File: src/rtl/fetch_queue_if.sv
// Fetch-to-decode bus bundle for fetch_queue (fetch push side, decode pop side, flush and occupancy).
// Handshake: a transfer happens on a posedge where valid && ready; valid-side holds its payload until accepted.
interface fetch_queue_if #(
    parameter int DEPTH  = 4,
    parameter int ADDR_W = 2
);
    logic [63:0]     if_pc;
    logic [31:0]     if_instr;
    logic            if_valid;
    logic            if_ready;
    logic            flush;
    logic            id_valid;
    logic            id_ready;
    logic [63:0]     id_pc;
    logic [31:0]     id_instr;
    logic [ADDR_W:0] count;

    modport master (
        output if_pc, if_instr, if_valid, flush, id_ready,
        input  if_ready, id_valid, id_pc, id_instr, count
    );

    modport slave (
        input  if_pc, if_instr, if_valid, flush, id_ready,
        output if_ready, id_valid, id_pc, id_instr, count
    );
endinterface

File: src/rtl/fetch_queue.sv
// Instruction fetch queue: circular buffer of {pc, instr} pairs between fetch and IF/ID decode.
// Optional same-cycle empty-queue bypass when FETCH_QUEUE_BYPASS_EN is defined.
module fetch_queue #(
    parameter int DEPTH  = 4,
    parameter int ADDR_W = 2
) (
    input logic          clk,
    input logic          reset,
    fetch_queue_if.slave bus
);
    localparam logic [ADDR_W:0] FULL_CNT = (ADDR_W + 1)'(DEPTH);

    logic [95:0]       mem_q [DEPTH];
    logic [ADDR_W-1:0] wr_ptr_q, wr_ptr_d;
    logic [ADDR_W-1:0] rd_ptr_q, rd_ptr_d;
    logic [ADDR_W:0]   count_q, count_d;
    logic              has_head;
    logic              push;
    logic              pop;
    logic [95:0]       head;
`ifdef FETCH_QUEUE_BYPASS_EN
    logic              bypass;
`endif

    always_comb begin
        has_head     = (count_q != '0);
        head         = mem_q[rd_ptr_q];
        // Ready comes only from registered occupancy, so a pop never frees a slot in the same cycle.
        bus.if_ready = (count_q != FULL_CNT);
`ifdef FETCH_QUEUE_BYPASS_EN
        bypass       = !has_head && bus.if_valid && !bus.flush;
        bus.id_valid = has_head || bypass;
        if (has_head) begin
            {bus.id_pc, bus.id_instr} = head;
        end else if (bypass) begin
            {bus.id_pc, bus.id_instr} = {bus.if_pc, bus.if_instr};
        end else begin
            {bus.id_pc, bus.id_instr} = '0;
        end
        // A bypassed pair that decode takes immediately never touches storage.
        push = bus.if_valid && bus.if_ready && !(bypass && bus.id_ready);
`else
        bus.id_valid = has_head;
        {bus.id_pc, bus.id_instr} = has_head ? head : '0;
        push = bus.if_valid && bus.if_ready;
`endif
        pop      = has_head && bus.id_ready;
        wr_ptr_d = wr_ptr_q + ADDR_W'(push);
        rd_ptr_d = rd_ptr_q + ADDR_W'(pop);
        count_d  = count_q + (ADDR_W + 1)'(push) - (ADDR_W + 1)'(pop);
    end

    assign bus.count = count_q;

    always_ff @(posedge clk) begin
        if (reset) begin
            for (int i = 0; i < DEPTH; i++) begin
                mem_q[i] <= '0;
            end
            wr_ptr_q <= '0;
            rd_ptr_q <= '0;
            count_q  <= '0;
        end else if (bus.flush) begin
            // Storage is left as-is; zeroed pointers and count make it unreachable.
            wr_ptr_q <= '0;
            rd_ptr_q <= '0;
            count_q  <= '0;
        end else begin
            if (push) begin
                mem_q[wr_ptr_q] <= {bus.if_pc, bus.if_instr};
            end
            wr_ptr_q <= wr_ptr_d;
            rd_ptr_q <= rd_ptr_d;
            count_q  <= count_d;
        end
    end
endmodule

File: src/flat_wrapper.sv
// flat-port wrapper written by rule: the top's interface ports become plain ports
module fetch_queue_flat 
#(
    parameter int DEPTH  = 4,
    parameter int ADDR_W = 2
)
  (clk, reset, bus_if_pc, bus_if_instr, bus_if_valid, bus_flush, bus_id_ready, bus_if_ready, bus_id_valid, bus_id_pc, bus_id_instr, bus_count);
  fetch_queue_if #(.DEPTH(DEPTH), .ADDR_W(ADDR_W)) bus_i ();
  input logic clk;
  input logic reset;
  input wire logic [$bits(bus_i.if_pc)-1:0] bus_if_pc;
  input wire logic [$bits(bus_i.if_instr)-1:0] bus_if_instr;
  input wire logic [$bits(bus_i.if_valid)-1:0] bus_if_valid;
  input wire logic [$bits(bus_i.flush)-1:0] bus_flush;
  input wire logic [$bits(bus_i.id_ready)-1:0] bus_id_ready;
  output wire logic [$bits(bus_i.if_ready)-1:0] bus_if_ready;
  output wire logic [$bits(bus_i.id_valid)-1:0] bus_id_valid;
  output wire logic [$bits(bus_i.id_pc)-1:0] bus_id_pc;
  output wire logic [$bits(bus_i.id_instr)-1:0] bus_id_instr;
  output wire logic [$bits(bus_i.count)-1:0] bus_count;
  assign bus_i.if_pc = bus_if_pc;
  assign bus_i.if_instr = bus_if_instr;
  assign bus_i.if_valid = bus_if_valid;
  assign bus_i.flush = bus_flush;
  assign bus_i.id_ready = bus_id_ready;
  assign bus_if_ready = bus_i.if_ready;
  assign bus_id_valid = bus_i.id_valid;
  assign bus_id_pc = bus_i.id_pc;
  assign bus_id_instr = bus_i.id_instr;
  assign bus_count = bus_i.count;
  fetch_queue #(.DEPTH(DEPTH), .ADDR_W(ADDR_W)) u_core (.clk(clk), .reset(reset), .bus(bus_i));
endmodule
File: config.mk
export PLATFORM = sky130hd
export DESIGN_NAME = fetch_queue_flat
export DESIGN_NICKNAME = d
export VERILOG_FILES = /design/src/rtl/fetch_queue_if.sv /design/src/rtl/fetch_queue.sv /design/src/flat_wrapper.sv
export SDC_FILE = /design/constraint.sdc
export NUM_CORES = 1
export LEC_CHECK = 0
export CORE_MARGIN = 10
export CORE_UTILIZATION = 35
export DETAILED_ROUTE_END_ITERATION = 8
export PLACE_DENSITY = 0.61
export REMOVE_ABC_BUFFERS = 1
export SETUP_SLACK_MARGIN = 0.02
export SYNTH_ARGS = -nofsm -noshare
export SYNTH_HDL_FRONTEND = slang
export SYNTH_SLANG_ARGS = --single-unit
File: constraint.sdc
create_clock -name clk -period 17.95 [get_ports clk]
set_clock_uncertainty 0.15 [all_clocks]
set_input_delay 2.6925 -clock clk [delete_from_list [all_inputs] [get_ports clk]]
set_output_delay 2.6925 -clock clk [all_outputs]
set_load 0.05 [all_outputs]
==> results by group, run 1 <==
Run status
  • Outcome: completed

Timing
  • Crit path time final: 7.30 ns
  • Final Hold Viols: 0
  • Setup Viol. Count Final: 0
  • Setup WS post-layout: 10.65 ns
  • Worst slew pin tran: 1.25 ns
  • Fin. max-slew vios: 0
  • Tcrit/Tclk final: 40.7%
  • TNS Setup: 0 ns
  • Peak Freq: 137 MHz
  • Max-slew headroom: 16.9%
  • RSZ-0062 raised after global routing: no

Drt
  • Remaining DRCs: 0
  • Drt first pass iters: 5
  • Post-DR wirelength/cell: 24.7 um
  • Final wirelength: 51,900 um
  • Vias per std cell: 5.65
  • DR vias: 11,900
  • Initial DRC count: 922
  • Final ANT Viol Nets: 0

Clocking
  • Clock-pin slew of the registers on the worst-case setup and hold paths: 0.06 ns
  • TritonCTS clock tree: done
  • Clock Latency Late Sink: 0.57 ns
  • H-tree levels: 2
  • Root Driver: clkbuf_16
  • Post-CTS sizing: 0
  • CTS sink cnt: 391
  • Clock Tree Buf Depth: 3
  • Post-CTS Hold Fix Bufs: 0
  • CTS Buf Count: 44
  • Post-CTS setup buffer count: 0

Critical path
  • Worst r2r src: u_core.bus.count[2]
  • Crit path required time: 15.11 ns
  • Crit start category: flip-flop
  • Crit path arrival time: 4.46 ns
  • CP max FO: 37
  • Reg2Reg Setup Slack: 14.27 ns
  • CP Class: reg -> out
  • R2R depth: 4
  • RR Endpoint: u_core.mem_q[2][42]
  • Crit. End Element: output port

Synth
  • Mux contribution to synthesized area: 11.4%
  • Async SR Flop Fraction: 0%
  • Most frequent cell after synthesis: edfxtp_1
  • Ys flop type: edfxtp_1
  • Post-synthesis compound-gate area fraction: 0.298%
  • Post-synth top area share: 59.8%
  • Main combinational cell family by area after synthesis: simple AND/OR/NAND/NOR gates
  • Post-synthesis adder-cell area fraction: 0.234%
  • Warnings, synthesis: 0
  • Sequential area share after synthesis: 60.5%
  • Netlist cell types: 33
  • Post-synthesis xor/xnor area fraction: 0.169%
  • Yosys top cell by area: edfxtp_1
  • Post-synthesis simple-gate area fraction: 22.7%
  • Number of synthesized register bits: 391
  • Top post-synthesis cells by count: edfxtp_1, nor4_1, and2_1, nor3b_1, nand2b_1
  • Post-synth EDFFs: 384
  • Synthesized cell area: 0.0193 mm^2
  • Syn avg cell area: 15.3 um^2
  • Top post-synthesis cells by area: edfxtp_1, mux4_2, nor4_1
  • Synth Instances: 1,264

Cells and area
  • Fin util: 42.2%
  • Final net count: 1,475
  • Fin area: 0.0229 mm^2
  • Layout cells sized above 1: 16.9%
  • Area grow syn2layout: 18.6%

Die
  • IO Pins: 202
  • Starting Density: 35.6%
  • Core ar.: 0.0542 mm^2
  • Chip Height: 255 um
  • Die ar.: 0.0649 mm^2
  • Die width: 255 um
  • Rows: 85

Placement
  • Post-Place Setup Slack: 11.11 ns
  • Placed Instance Area: 0.0216 mm^2
  • DP Wirelength: 28,100 um
  • Buffers on Ports: 201
  • RD Place Congestion: 0.732

Hold path
  • Critical hold path startpoint: u_core.wr_ptr_q[1]
  • Worst min path class: reg -> reg
  • Cells on Worst Hold Path: 2
  • Hold Path Sink: u_core.wr_ptr_q[1]

Power
  • Power Dens Cells: 97.7 mW/mm^2
  • VDD IR max: 62.0 uV
  • Leakage power total: 7.06 nW
  • Flop pwr share: 47.6%
  • Net Sw Frac: 26.7%
  • Comb pwr share: 15.3%
  • Internal: 1.64 mW
  • Clock Power Share: 37.1%
  • P_sw: 0.595 mW

Job
  • Max cap viols: 0

Global route
  • Largest net degree at the start of global routing: 228
  • Initial antenna violation count: 8
  • GRT Overall Usage: 15.9%
  • Vias in the first global route: 12,600
  • Global-route wire length before repair: 79,400 um
  • Total congestion overflow: 0
-- worst max-delay path, stage by stage (launching register included) --
cell	delay [ns]
dfxtp_4	0.78
buf_4	0.68
buf_4	0.77
mux4_2	0.66
and2_1	0.19
clkdlybuf4s50_1	0.71
-- final cells by class --
type	instances	area [um^2]
Sequential cell	391	11700
Multi-Input combinational cell	704	6760
Clock buffer	59	1180
Tap cell	696	871
Fill cell	4864	31400
Clock inverter	20	119
Inverter	5	21.3
Timing Repair Buffer	225	2220
Antenna cell	4	10.0
-- cell usage in the layout (no fill, tap or decap), drive strengths merged, types with 2 or more instances in the layout --
| cell | synthesis | final |
|---|---|---|
| clkinv | 1 | 16 |
| nand2 | 2 | 2 |
| ha | 2 | 2 |
| nor3 | 4 | 4 |
| mux2 | 2 | 2 |
| and2 | 99 | 99 |
| nor4 | 192 | 192 |
| mux4 | 96 | 96 |
| o31ai | 2 | 2 |
| clkbuf | 83 | 59 |
| clkdlybuf4s50 | 0 | 201 |
| nor2 | 2 | 2 |
| nor3b | 99 | 99 |
| buf | 81 | 24 |
| nand2b | 97 | 97 |
| nor4b | 96 | 96 |
| inv | 4 | 7 |
| edfxtp | 384 | 384 |
| diode | 0 | 4 |
| o41ai | 3 | 3 |
| dfxtp | 7 | 7 |
-- metal layers --
layer / wire length (um) / track usage (%) / share of wire [%]
met5: 88 / 0 / 0.17
met4: 1190 / 4.79 / 2.3
met3: 3590 / 3.91 / 6.9
met2: 24900 / 25.9 / 48
met1: 22100 / 20.7 / 43
-- per-stage QoR --
step / std cells / total power, mW / hold slack (ns)
finish: 2104 / 2.23 / 0.551
global placement: 2021 / 1.43 / 0.508
floorplan: 1100 / 1.30 / 0.777
detailed placement: 2021 / 1.43 / 0.539
CTS: 2100 / 2.26 / 0.546
global route: 2101 / 2.32 / 0.586
-- state kept, by name, summed over array words and instances, names as in the netlist --
name	flops
u_core.mem_q	384
u_core.bus.count	3
u_core.rd_ptr_q	2
u_core.wr_ptr_q	2
-- worst max-delay path by stage --
stage                     slack, ns           startpoint                   to  cells past startpoint
after floorplan              -49.30  u_core.bus.count[2]   u_core.mem_q[1][0]                      2
after global placement        11.09   u_core.rd_ptr_q[0]        bus_id_pc[52]                      5
after detailed placement      11.11            bus_flush  u_core.mem_q[1][93]                      4
after CTS                     10.50   u_core.rd_ptr_q[0]        bus_id_pc[52]                      5
after global routing          10.33   u_core.rd_ptr_q[0]        bus_id_pc[40]                      5
final                         10.65   u_core.rd_ptr_q[0]        bus_id_pc[52]                      5
-- cells by family (layout without fill, tap and decap cells) --
group,count (synthesis),in the layout
flops,391,391
compound gates,6,6
mux,99,99
fa+ha+maj,3,3
buf+inv,169,309
other cells,0,4
simple gates,594,594
xor+xnor,2,2
-- power by group through the flow --
stage,combinational [mW],clock [mW],sequential (mW)
after global routing,0.367,0.883,1.07
after CTS,0.350,0.844,1.06
final,0.343,0.829,1.06
after floorplan,0.191,0,1.11
after detailed placement,0.349,0,1.08
after global placement,0.347,0,1.08
Note: power is estimated with default switching activity, not from simulation.
==> run 2: changes to the inputs <==
==> constraint.sdc (replaced) <==
create_clock -name clk -period 6.97 [get_ports clk]
set_clock_uncertainty 0.15 [all_clocks]
set_input_delay 1.0455 -clock clk [delete_from_list [all_inputs] [get_ports clk]]
set_output_delay 1.0455 -clock clk [all_outputs]
set_load 0.05 [all_outputs]
==> results by group, run 2 (synthesis gave the netlist of run 1 again) <==
Run status
  • Outcome: completed

Timing
  • Max-slew headroom: 24.9% (+8.0 points)
  • Tcrit/Tclk final: 69.7%
  • Hold slack: 0.639 ns (+0.0880 ns)
  • TNS Setup: 0 ns (unchanged)
  • Fin. max-slew vios: 0 (unchanged)
  • Final Hold Viols: 0 (unchanged)
  • Setup Viol. Count Final: 0 (unchanged)
  • Worst slew pin tran: 1.13 ns (-0.120 ns)
  • Crit path time final: 4.85 ns
  • RSZ-0062 raised after global routing: no
  • Peak Freq: 206 MHz

Placement
  • Placed Instance Area: 0.0216 mm^2 (+0.13%)
  • RD Place Congestion: 0.722 (-1.3%)
  • DP Wirelength: 27,100 um (-3.5%)
  • # placed instances: 2,023 (+0.099%)
  • Buffers on Ports: 201 (unchanged)

Cells and area
  • Largest Register: u_core.mem_q
  • Final net count: 1,478 (+0.20%)
  • Most frequent cells in the layout: edfxtp_1, clkdlybuf4s50_1, nor4_1
  • Largest register FFs: 384 (unchanged)
  • Layout cells sized above 1: 17.5% (+0.63 points)
  • Fin cells: 2,102 (-0.095%)
  • Fillcell total: 4,913 (+1.0%)
  • Area grow syn2layout: 19.1%
  • Commonest non-fill, non-tap cell in the layout: edfxtp_1
  • Fin area: 0.0230 mm^2 (+0.42%)

Power
  • Power Dens Cells: 256 mW/mm^2 (+160%)
  • VDD IR max: 172 uV (+180%)
  • P_sw: 1.56 mW (+160%)
  • Clock Power Share: 38.4% (+1.3 points)
  • Net Sw Frac: 26.5% (-0.20 points)
  • Tot Pwr: 5.89 mW (+160%)
  • Comb pwr share: 15.0% (-0.3 points)
  • Flop pwr share: 46.6% (-1.0 points)
  • Internal: 4.33 mW (+160%)
  • Leakage power total: 7.12 nW (+0.79%)

Clocking
  • Clock Tree Buf Depth: 3 (unchanged)
  • CTS sink cnt: 391 (unchanged)
  • Post-CTS sizing: 0 (unchanged)
  • Clock-pin slew of the registers on the worst-case setup and hold paths: 0.06 ns (about the same)
  • H-tree levels: 2 (unchanged)
  • TritonCTS clock tree: done
  • Clock Latency Late Sink: 0.56 ns (about the same)
  • Post-CTS setup buffer count: 0 (unchanged)
  • CTS Buf Count: 45 (+2.3%)
  • Root Driver: clkbuf_16
  • Post-CTS Hold Fix Bufs: 0 (unchanged)

Critical path
  • CP Class: reg -> out
  • Crit path required time: 5.77 ns (-9.34 ns)
  • CP max FO: 32 (-14%)
  • Crit. End Element: output port
  • Crit path arrival time: 3.66 ns (-0.80 ns)
  • Crit start category: flip-flop

Global route
  • Global-route wire length before repair: 78,700 um (-0.87%)
  • Initial antenna violation count: 3 (-5)
  • Vias in the first global route: 12,600 (+0.47%)
  • Total congestion overflow: 0 (unchanged)
  • Largest net degree at the start of global routing: 193 (-15%)
  • GRT Overall Usage: 15.9% (-0.074 points)

Die
  • Core ar.: 0.0542 mm^2 (unchanged)
  • Die width: 255 um (unchanged)
  • Rows: 85 (unchanged)
  • IO Pins: 202 (unchanged)
  • Die ar.: 0.0649 mm^2 (unchanged)
  • Starting Density: 35.6% (unchanged)
  • Chip Height: 255 um (unchanged)

Hold path
  • Worst min path class: reg -> reg

Drt
  • Met2 WL: 25,400 um (+2.0%)
  • Top Layer Used: met5
  • DR vias: 12,000 (+0.97%)
  • Final ANT Viol Nets: 0 (unchanged)
  • Wl on met1: 22,700 um (+3.0%)
  • Drt first pass iters: 5 (unchanged)
  • Vias per std cell: 5.71 (+1.1%)
  • Final wirelength: 52,000 um (+0.16%)
  • WL met3: 2950 um (-18%)
  • Initial DRC count: 906 (-1.7%)
  • Post-DR wirelength/cell: 24.7 um (+0.26%)
  • Remaining DRCs: 0 (unchanged)

Job
  • Max cap viols: 0 (unchanged)
==> run 2: power by group through the flow <==
stage / Clock [mW] / Combinational (mW) / Sequential (mW)
2_1_floorplan: 0 / 0.491 / 2.85
3_3_place_gp: 0 / 0.891 / 2.79
3_5_place_dp: 0 / 0.895 / 2.79
4_1_cts: 2.32 / 0.897 / 2.74
5_1_grt: 2.41 / 0.942 / 2.75
6_report: 2.26 / 0.882 / 2.74
==> run 2: through the flow <==
stage | utilization [%] | worst slack [ns]
CTS | 42.3 | 1.98
global route | 42.3 | 1.91
detailed placement | 39.8 | 2.22
global placement | 39.8 | 2.33
floorplan | - | -60.28
finish | 42.3 | 2.12
==> run 2: final timing paths <==
path / start / to / depth (start not counted) / slack, ns
worst min register to register: u_core.bus.count[2] / u_core.bus.count[2] / 2 / 0.64
worst min-delay path: u_core.bus.count[2] / u_core.bus.count[2] / 2 / 0.64
worst max register to register: u_core.wr_ptr_q[0] / u_core.mem_q[3][7] / 4 / 3.62
worst max-delay path: u_core.rd_ptr_q[0] / bus_id_pc[40] / 4 / 2.12
==> run 2: metal layers <==
| layer | track usage [%] | up-vias |
|---|---|---|
| met5 | 0 | - |
| met4 | 3.50 | 4 |
| met3 | 3.45 | 62 |
| met2 | 26.0 | 319 |
| met1 | 21.2 | 6286 |
| li1 | - | 5332 |
==> run 2: layout make-up <==
type                            instances  area (um^2)  area share [%]
Inverter                                5         21.3          0.0926
Antenna cell                            1         2.50          0.0109
Multi-Input combinational cell        704         6760            29.5
Sequential cell                       391        11700            50.9
Clock buffer                           55         1160            5.07
Tap cell                              696          871            3.79
Clock inverter                         23          210           0.915
Timing Repair Buffer                  227         2240            9.77
==> run 2: worst max-delay path, cell delays in order (launching register included) <==
cell and delay [ns]:
dfxtp_4 0.81, buf_4 0.68, mux4_2 0.58, and2_1 0.24
clkdlybuf4s50_1 0.73
==> run 3: changes to the inputs <==
--- a/config.mk
+++ b/config.mk
@@ -8,7 +8,7 @@
 export CORE_MARGIN = 10
 export CORE_UTILIZATION = 35
 export DETAILED_ROUTE_END_ITERATION = 8
-export PLACE_DENSITY = 0.61
+export PLACE_DENSITY = 0.63
 export REMOVE_ABC_BUFFERS = 1
 export SETUP_SLACK_MARGIN = 0.02
 export SYNTH_ARGS = -nofsm -noshare
==> constraint.sdc (replaced) <==
create_clock -name clk -period 4.1 [get_ports clk]
set_clock_uncertainty 0.15 [all_clocks]
set_input_delay 0.615 -clock clk [delete_from_list [all_inputs] [get_ports clk]]
set_output_delay 0.615 -clock clk [all_outputs]
set_load 0.05 [all_outputs]
==> results by group, run 3 (synthesis gave the netlist of run 1 again) <==
Placement
  • DP Wirelength: 27,000 um (-0.23%)
  • Buffers on Ports: 201 (unchanged)
  • RD Place Congestion: 0.717 (-0.68%)
  • # placed instances: 2,026 (+0.15%)

Timing
  • Final Hold Viols: 0 (unchanged)
  • Fin. max-slew vios: 0 (unchanged)
  • TNS Setup: 0 ns (unchanged)
  • Setup Viol. Count Final: 0 (unchanged)
  • Max-slew headroom: 38.9% (+14 points)
  • Worst slew pin tran: 0.917 ns (-0.209 ns)
  • Crit path time final: 3.76 ns
  • Peak Freq: 266 MHz
  • Tcrit/Tclk final: 91.8%
  • RSZ-0062 raised after global routing: no

Power
  • Power Dens Cells: 432 mW/mm^2 (+68%)
  • Internal: 7.28 mW (+68%)
  • Leakage power total: 7.21 nW (+1.3%)
  • P_sw: 2.72 mW (+74%)
  • Flop pwr share: 46.6% (about the same)
  • Comb pwr share: 15.4% (+0.4 points)
  • Net Sw Frac: 27.2% (+0.72 points)
  • VDD IR max: 249 uV (+45%)
  • Clock Power Share: 38.0% (-0.4 points)

Cells and area
  • Fin cells: 2,110 (+0.38%)
  • Commonest non-fill, non-tap cell in the layout: edfxtp_1
  • Largest Register: u_core.mem_q
  • Largest register FFs: 384 (unchanged)
  • Area grow syn2layout: 20.1%
  • Layout cells sized above 1: 18.2% (+0.68 points)
  • Most frequent cells in the layout: edfxtp_1, clkdlybuf4s50_1, nor4_1
  • Final net count: 1,482 (+0.27%)

Clocking
  • CTS sink cnt: 391 (unchanged)
  • Root Driver: clkbuf_16
  • H-tree levels: 2 (unchanged)
  • CTS Buf Count: 46 (+2.2%)
  • Post-CTS Hold Fix Bufs: 0 (unchanged)
  • Clock Latency Late Sink: 0.56 ns (about the same)
  • Clock-pin slew of the registers on the worst-case setup and hold paths: 0.06 ns (about the same)
  • TritonCTS clock tree: done
  • Post-CTS sizing: 0 (unchanged)
  • Clock Tree Buf Depth: 3 (unchanged)
  • Post-CTS setup buffer count: 0 (unchanged)

Critical path
  • R2R depth: 4 (unchanged)
  • CP max FO: 31 (-3.1%)
  • Buf/Inv on CP: 2 (unchanged)
  • Critical path's slowest cell: clkdlybuf4s50_1
  • Crit. End Element: output port
  • CP Class: reg -> out
  • Crit path arrival time: 3.00 ns (-0.66 ns)
  • Worst path cell trace: buf_12 > mux4_2 > and2_1 > clkdlybuf4s50_1
  • RR Endpoint: u_core.mem_q[2][89]
  • CP max stage delay: 0.70 ns (-0.11 ns)
  • Crit start category: flip-flop
  • Crit path required time: 3.34 ns (-2.43 ns)
  • CP startpoint: u_core.rd_ptr_q[0]
  • Reg2Reg Setup Slack: 1.48 ns (-2.14 ns)
  • Worst setup endpoint: bus_id_instr[12]
  • Delay-heaviest family, CP: buffers and inverters
  • Critical path depth in cells: 4 (unchanged)
  • Worst r2r src: u_core.bus.count[2]

Global route
  • Global-route wire length before repair: 78,400 um (-0.42%)
  • Initial antenna violation count: 4 (+1)
  • Largest net degree at the start of global routing: 134 (-31%)
  • Vias in the first global route: 12,700 (+0.024%)
  • Total congestion overflow: 0 (unchanged)
  • GRT Overall Usage: 15.7% (-0.14 points)

Die
  • Die ar.: 0.0649 mm^2 (unchanged)
  • Rows: 85 (unchanged)
  • Chip Height: 255 um (unchanged)
  • Die width: 255 um (unchanged)
  • Starting Density: 35.6% (unchanged)
  • Core ar.: 0.0542 mm^2 (unchanged)
  • IO Pins: 202 (unchanged)

Hold path
  • Worst min path class: reg -> reg
  • Cells on Worst Hold Path: 2 (unchanged)
  • Critical hold path startpoint: u_core.bus.count[2]

Run status
  • Outcome: completed

Drt
  • Remaining DRCs: 0 (unchanged)
  • Post-DR wirelength/cell: 24.4 um (-1.3%)
  • Final ANT Viol Nets: 0 (unchanged)
  • Drt first pass iters: 7 (+2)
  • Final wirelength: 51,500 um (-0.97%)
  • DR vias: 12,000 (-0.18%)
  • Vias per std cell: 5.68 (-0.56%)
  • Initial DRC count: 1,029 (+14%)

Job
  • Max cap viols: 0 (unchanged)
-- run 3: cell count changes in the layout (fill, tap and decap cells not counted), sizes merged --
cell	delta
bufinv	-3
clkbuf	-5
buf	+3
clkinv	+13
-- run 3: stage by stage --
| stage | setup WS [ns] | area, um^2 | util [%] | power [mW] | hold slack [ns] |
|---|---|---|---|---|---|
| final | 0.335 | 23200 | 42.7 | 10.0 | 0.589 |
| after global routing | 0.174 | 23200 | 42.7 | 10.4 | 0.630 |
| after CTS | 0.243 | 23200 | 42.7 | 10.1 | 0.595 |
| after detailed placement | 0.808 | 21800 | 40.2 | 6.30 | 0.581 |
| after global placement | 0.847 | 21800 | 40.2 | 6.29 | 0.590 |
| after floorplan | -63.15 | 18400 | - | 5.68 | 0.542 |
-- run 3: how the worst min path moves through the flow --
stage                     slack, ns             endpoint
after floorplan                0.54   u_core.wr_ptr_q[1]
after global placement         0.59  u_core.bus.count[2]
after detailed placement       0.58  u_core.bus.count[2]
after CTS                      0.60  u_core.bus.count[2]
after global routing           0.63  u_core.mem_q[3][10]
final                          0.59  u_core.bus.count[2]
-- run 3: worst reg2reg max path, stage by stage (launching register included) --
cell and delay (ns):
dfxtp_1 0.43, nor3b_2 0.30, buf_12 0.43, buf_4 0.81
nor4b_1 0.21
-- run 3: power groups by stage --
stage | sequential (mW) | clock, mW | combinational (mW)
finish | 4.66 | 3.80 | 1.54
global route | 4.68 | 4.05 | 1.63
CTS | 4.66 | 3.90 | 1.56
detailed placement | 4.74 | 0 | 1.56
global placement | 4.73 | 0 | 1.55
floorplan | 4.85 | 0 | 0.835
-- run 3: layer usage --
layer | global-route usage [%] | vias to the layer above | share of wire, %
met2 | 25.4 | 360 | 48
met3 | 3.49 | 68 | 6.6
li1 | - | 5349 | -
met5 | 0 | - | 0.045
met1 | 21.2 | 6200 | 43
met4 | 3.60 | 4 | 1.9
-- run 3: layout make-up --
| cell class | count | area [um^2] |
|---|---|---|
| fillers | 4851 | 31100 |
| flip-flops and latches | 391 | 11700 |
| multi-input cells | 704 | 6760 |
| repair buffers | 230 | 2440 |
| clock buffers | 50 | 1190 |
| well taps | 696 | 871 |
| clock inverters | 33 | 195 |
| inverters | 5 | 21.3 |
| diodes | 1 | 2.50 |
